### src/rtl/ntt_pkg.sv
// Shared definitions for the NTT/INTT/point-wise datapath: operating-mode
// and write-FSM state encodings plus the default lane and width constants.
package ntt_pkg;

  // Datapath operating mode; the reserved encoding 2'd3 maps to MODE_NTT on latch.
  typedef enum logic [1:0] {
    MODE_NTT  = 2'd0,
    MODE_INTT = 2'd1,
    MODE_PWM  = 2'd2
  } mode_e;

  // Write-side pass sequencer states.
  typedef enum logic [1:0] {
    ST_IDLE  = 2'd0,
    ST_RUN   = 2'd1,
    ST_DRAIN = 2'd2
  } state_e;

  localparam int unsigned DEF_BFU_NUM = 4;
  localparam int unsigned DEF_ADDR_W  = 10;
  localparam int unsigned DEF_CNT_W   = 7;
  localparam int unsigned DEF_BF_LAT  = 11;

endpackage : ntt_pkg

### src/rtl/bank_wr_addr_gen_param_shifter.sv
// Fixed-depth shift-register delay line with asynchronous clear.
// Ports:
//   clk, rst_n : clock and asynchronous active-low reset (clears every stage)
//   din        : data entering the line
//   dout       : data after exactly `depth` clock edges
module bank_wr_addr_gen_param_shifter #(
  parameter int unsigned data_width = 9,
  parameter int unsigned depth      = 11
) (
  input  logic                  clk,
  input  logic                  rst_n,
  input  logic [data_width-1:0] din,
  output logic [data_width-1:0] dout
);

  logic [data_width-1:0] stage [depth];

  // Stage 0 captures the input; every later stage copies its predecessor.
  always_ff @(posedge clk or negedge rst_n) begin
    if (!rst_n) begin
      for (int unsigned i = 0; i < depth; i++) begin
        stage[i] <= '0;
      end
    end else begin
      stage[0] <= din;
      for (int unsigned i = 1; i < depth; i++) begin
        stage[i] <= stage[i-1];
      end
    end
  end

  assign dout = stage[depth-1];

endmodule : bank_wr_addr_gen_param_shifter

### src/rtl/bank_wr_addr_gen_param.sv
// Parametrised bank write-address generator. Issue tokens from the read-side
// scheduler are delayed by the butterfly latency; each delayed token drives one
// address and one write enable per bank (NB = 2*BFU_NUM) plus an end-of-pass
// pulse. A small sequencer tracks the pass and gates acceptance while draining.
// Optional build macro BWAG_OUT_REG_EN: registers addr_w, wen and pass_done
// (one extra cycle of latency; busy then tracks the registered pass_done).
// Ports:
//   clk, rst_n  : clock, asynchronous active-low reset
//   issue_valid : issue token present
//   issue_cnt   : butterfly-group index of the token
//   issue_last  : token is the final one of the pass
//   mode        : 0=NTT, 1=INTT, 2=PWM, 3=reserved (NTT); latched at pass start
//   addr_w      : per-bank address, lane k at [k*ADDR_W +: ADDR_W]
//   wen         : per-bank write enable
//   pass_done   : one-cycle pulse alongside the final write of a pass
//   busy        : pass in flight
module bank_wr_addr_gen_param
  import ntt_pkg::*;
#(
  parameter int unsigned BFU_NUM = DEF_BFU_NUM,
  parameter int unsigned ADDR_W  = DEF_ADDR_W,
  parameter int unsigned CNT_W   = DEF_CNT_W,
  parameter int unsigned BF_LAT  = DEF_BF_LAT
) (
  input  logic                        clk,
  input  logic                        rst_n,
  input  logic                        issue_valid,
  input  logic [CNT_W-1:0]            issue_cnt,
  input  logic                        issue_last,
  input  logic [1:0]                  mode,
  output logic [2*BFU_NUM*ADDR_W-1:0] addr_w,
  output logic [2*BFU_NUM-1:0]        wen,
  output logic                        pass_done,
  output logic                        busy
);

  localparam int unsigned NB = 2 * BFU_NUM;
  localparam int unsigned DW = CNT_W + 2;
  localparam logic [ADDR_W-1:0] MSB_BIT = {1'b1, {(ADDR_W-1){1'b0}}};

  state_e state_q, state_d;
  mode_e  mode_q;

  logic              accept_c;
  logic [DW-1:0]     dl_in, dl_out;
  logic              d_valid, d_last;
  logic [CNT_W-1:0]  d_cnt;
  logic [ADDR_W-1:0] cnt_ext, base_n, base_w, hi_w;
  logic [ADDR_W-1:0] lane_addr [NB];
  logic [NB*ADDR_W-1:0] addr_nxt;
  logic [NB*ADDR_W-1:0] addr_q;

  // Tokens arriving while the pass drains are dropped before the delay line.
  assign accept_c = issue_valid & (state_q != ST_DRAIN);
  assign dl_in    = {accept_c, issue_cnt, issue_last};

  bank_wr_addr_gen_param_shifter #(
    .data_width (DW),
    .depth      (BF_LAT)
  ) u_delay (
    .clk   (clk),
    .rst_n (rst_n),
    .din   (dl_in),
    .dout  (dl_out)
  );

  assign d_valid = dl_out[DW-1];
  assign d_cnt   = dl_out[DW-2:1];
  assign d_last  = dl_out[0];

  // Pass sequencer state register.
  always_ff @(posedge clk or negedge rst_n) begin
    if (!rst_n) state_q <= ST_IDLE;
    else        state_q <= state_d;
  end

  // Pass sequencer next state; DRAIN waits for the (possibly registered) pass_done.
  always_comb begin
    state_d = state_q;
    unique case (state_q)
      ST_IDLE:  if (issue_valid) state_d = issue_last ? ST_DRAIN : ST_RUN;
      ST_RUN:   if (issue_valid && issue_last) state_d = ST_DRAIN;
      ST_DRAIN: if (pass_done) state_d = ST_IDLE;
      default:  state_d = ST_IDLE;
    endcase
  end

  // Mode is sampled only on the first accept of a pass.
  always_ff @(posedge clk or negedge rst_n) begin
    if (!rst_n) begin
      mode_q <= MODE_NTT;
    end else if (state_q == ST_IDLE && issue_valid) begin
      unique case (mode)
        2'd1:    mode_q <= MODE_INTT;
        2'd2:    mode_q <= MODE_PWM;
        default: mode_q <= MODE_NTT;
      endcase
    end
  end

  assign busy = (state_q != ST_IDLE);

  // Shared bases, all modulo 2^ADDR_W.
  assign cnt_ext = ADDR_W'(d_cnt);
  assign base_n  = cnt_ext * ADDR_W'(BFU_NUM);
  assign base_w  = cnt_ext * ADDR_W'(NB);
  assign hi_w    = base_w | MSB_BIT;

  // Per-lane address: lower half and upper half differ only in INTT.
  for (genvar k = 0; k < NB; k++) begin : g_lane
    if (k < BFU_NUM) begin : g_lo
      assign lane_addr[k] = ((mode_q == MODE_NTT) ? base_n : base_w) + ADDR_W'(k);
    end else begin : g_hi
      assign lane_addr[k] = (mode_q == MODE_INTT) ? (hi_w + ADDR_W'(k - BFU_NUM))
                          : (((mode_q == MODE_PWM) ? base_w : base_n) + ADDR_W'(k));
    end
    assign addr_nxt[k*ADDR_W +: ADDR_W] = lane_addr[k];
  end

`ifdef BWAG_OUT_REG_EN
  logic [NB-1:0] wen_q;
  logic          pass_done_q;

  // Registered outputs; the address holds between writes.
  always_ff @(posedge clk or negedge rst_n) begin
    if (!rst_n) begin
      addr_q      <= '0;
      wen_q       <= '0;
      pass_done_q <= 1'b0;
    end else begin
      wen_q       <= {NB{d_valid}};
      pass_done_q <= d_valid & d_last;
      if (d_valid) addr_q <= addr_nxt;
    end
  end

  assign addr_w    = addr_q;
  assign wen       = wen_q;
  assign pass_done = pass_done_q;
`else
  // Last written address, presented while the delay-line tail is empty.
  always_ff @(posedge clk or negedge rst_n) begin
    if (!rst_n)       addr_q <= '0;
    else if (d_valid) addr_q <= addr_nxt;
  end

  assign addr_w    = d_valid ? addr_nxt : addr_q;
  assign wen       = {NB{d_valid}};
  assign pass_done = d_valid & d_last;
`endif

endmodule : bank_wr_addr_gen_param
### config.mk
export PLATFORM = sky130hd
export DESIGN_NAME = bank_wr_addr_gen_param
export DESIGN_NICKNAME = d
export VERILOG_FILES = /design/src/rtl/ntt_pkg.sv /design/src/rtl/bank_wr_addr_gen_param_shifter.sv /design/src/rtl/bank_wr_addr_gen_param.sv
export SDC_FILE = /design/constraint.sdc
export NUM_CORES = 1
export LEC_CHECK = 0
export BUFFER_PORTS_ARGS = -buffer_cell sky130_fd_sc_hd__buf_2
export CAP_MARGIN = 20
export CORE_ASPECT_RATIO = 0.5
export CORE_MARGIN = 4
export CORE_UTILIZATION = 59
export CTS_CLUSTER_SIZE = 24
export DETAILED_ROUTE_END_ITERATION = 8
export GPL_ROUTABILITY_DRIVEN = 0
export PLACE_DENSITY = 0.89
export SYNTH_ARGS = -nofsm -noshare
export SYNTH_HDL_FRONTEND = slang
export SYNTH_HIERARCHICAL = 1
export SYNTH_SLANG_ARGS = --single-unit
### constraint.sdc
create_clock -name clk -period 3.2 [get_ports clk]
set_clock_uncertainty 0.15 [all_clocks]
set_input_delay 0.16 -clock clk [delete_from_list [all_inputs] [get_ports clk]]
set_output_delay 0.16 -clock clk [all_outputs]
set_load 0.02 [all_outputs]
==> metrics.txt <==
Die H=79.44 um; antenna viol nets, final=0; antenna cell count=0; CP Launch Point=u_delay/dout[8]; Synth Area in Simple Gates=8.228%; top_reg_cell synth=dfrtp_1; reg-to-reg slack, setup=1.20 ns; Post-Synth XOR/XNOR Area=0.8726%; net switching power=2.508 mW; number of global-route vias before repair=3692; Initial DRT Pass Iterations=4; input/output buffers=102; CP max FO=54; num rows=25; worst slew pin tran=0.7803 ns; sequential share of the synthesized area=76.04%; Synth top area share=76.04%; count leader, synth=dfrtp_1; Setup CP Type=flip-flop to primary output; DP Wirelength=6.903 mm; largest net degree at the start of global routing=94; WHS=0.1928 ns; Syn Area/Cell=13.59 um^2; synth top area cells=dfrtp_1, o21ai_0, inv_1; first-pass GRT wire length=18.38 mm; sw frac=35.72%; Ys Warns=6; initial antenna violation count=0; DR DRC count=0; total number of vias=3468; H-tree levels=4; Clock Path Buffers=2; combinational power share=28.6%; Post-Synthesis Cells=443; clock root cell=clkbuf_16; Clk pin slew, worst setup/hold paths=0.07 ns; Area Growth Syn to Fin=19.70%; post-DR wirelength/cell=15.91 um; Clock Power Share=28.2%; initial core utilization=62.10%; # nets final=563; r2r startpoint=state_q[1]; max-cap violation count=0; share of cells above drive strength 1=28.95%; fraction of registers with async set or reset after synthesis=100.0%; largest area contributor in the netlist=dfrtp_1; crit path to=addr_w[19]; HP Class=flip-flop to flip-flop; mux share of post-synthesis cell area=1.122%; largest family of logic cells by synthesized area=simple AND/OR/NAND/NOR gates; Setup crit end kind=primary output; WP data arrival=2.32 ns; r2r endpoint=mode_q[1]; crit path time final=2.633 ns; R2R cell count=5; Flop pwr share=43.2%; maximum vdd drop=0.5012 mV; clk sinks=183; synthesized area=6022 um^2; Cell Int Power=4.514 mW; DIE WIDTH=150.9 um; Final Cycle Share=82.30%; setup tns final=0 ns; Final Hold Fails=0; CTS tree=built; area of the core=9697 um^2; compound-gate portion of the synthesized area=6.379%; Num CTS Buffers=17; Overflow after GRT=0; Final Max Slew Viols=0; Setup Viol. Count Final=0; Startpoint Class=flip-flop; Vias per Instance=4.968; worst relative slew slack=47.98%; Cell Pwr Density=974.3 nW/um^2; number of synthesized register bits=183; post-synth net total=456; FMAX=379.7 MHz; required time of the critical path=2.89 ns; Leak Pwr=3.524 nW; Synth top cells by count=dfrtp_1, o21ai_0, inv_1, nor2_1, nand2_1; # resized after CTS=0; RSZ-0062 raised after global routing=false; number of synthesized flops with an enable pin=0; I/O pin cnt=103; run status=finished, final reports clean; adder-cell share of the synthesized area=0%; Die ar.=11990 um^2; GR Util All Layers=20.32%; worst-skew pair later-pin latency=0.42 ns; Routed WL=11.10 mm; 1st-iter DRT viols=291; Synth cell types=39
[through the flow]
step	area, um^2	worst slack [ns]	util [%]	total power [mW]	std cells
after CTS	7208	0.5615	74.34	7.077	698
after global routing	7208	0.4375	74.34	7.378	698
after floorplan	6022	1.231	-	4.355	443
after global placement	6511	1.138	67.15	4.923	653
after detailed placement	6511	1.013	67.15	5.034	653
final	7208	0.5666	74.34	7.023	698
[placed cells by master (no fill, tap or decap), types with 2 or more instances in the layout]
master	count
nor2b_1	9
buf_2	101
and2_1	4
inv_8	2
mux2_2	6
clkinv_2	2
dfrtp_1	182
nor2_1	24
and3_1	6
or2_2	9
clkbuf_16	17
nand3_1	10
o21ai_0	62
nand2_1	17
dlygate4sd3_1	13
nand2b_1	5
buf_4	4
clkinv_4	2
nand3b_1	3
inv_1	52
clkinvlp_4	3
nor3_1	2
a21oi_1	2
inv_6	4
[power groups by stage]
stage | clock [mW] | combinational (mW) | sequential, mW
2_1_floorplan | 0 | 1.41 | 2.95
3_3_place_gp | 0 | 1.89 | 3.03
3_5_place_dp | 0 | 1.96 | 3.07
4_1_cts | 2.02 | 2.02 | 3.04
5_1_grt | 2.13 | 2.17 | 3.08
6_report | 1.98 | 2.01 | 3.04
[worst max-delay path, cell delays in order, from the launching register on]
cell and delay (ns):
dfrtp_2 0.85, buf_4 0.40, o211ai_1 0.23, o21ai_0 0.19, buf_2 0.23
[worst min path at each step]
stage / from / to / slack (ns) / cells past startpoint
floorplan: rst_n / addr_q[0] / -0.29 / 0
global placement: rst_n / u_delay/stage[85] / 0.12 / 1
detailed placement: rst_n / u_delay/stage[82] / 0.12 / 1
CTS: u_delay/stage[52] / u_delay/stage[43] / 0.20 / 0
global route: u_delay/stage[62] / u_delay/stage[53] / 0.20 / 0
finish: u_delay/stage[52] / u_delay/stage[43] / 0.19 / 0
[timing repair]
item,4_1_cts,5_1_grt
hold buffers,13,0
hold endpoints to repair,103,0
buffers inserted,0,0
[area by class of cell]
type | instances | area [um^2]
fill | 570 | 2489
clock buffer | 18 | 429.2
multi-input combinational | 176 | 999.7
timing repair buffer | 120 | 696.9
sequential | 183 | 4581
inverter | 52 | 195.2
clock inverter | 14 | 137.6
tap | 135 | 168.9
[kinds of logic (layout without fill, tap and decap cells)]
family,Yosys count,after routing
muxes,6,6
DFF,183,183
and+or+nand+nor,95,95
buffers and inverters,84,204
xor gates and xnor gates,3,3
AOI/OAI and AO/OA,72,72
[sequential cells by signal, summed over array words and instances, names as in the netlist]
register and cells:
mode_q 2, addr_q 80, u_delay/dout 9, u_delay/stage 90, state_q 2
[per-layer routing]
layer	global-route usage, %	vias up	part of all wire [%]
met5	0	-	0
met1	24.61	1726	41
met2	34.50	112	51
met3	4.878	25	5.6
met4	10.40	0	2.5
li1	-	1605	-
Note: power is estimated with default switching activity, not from simulation.
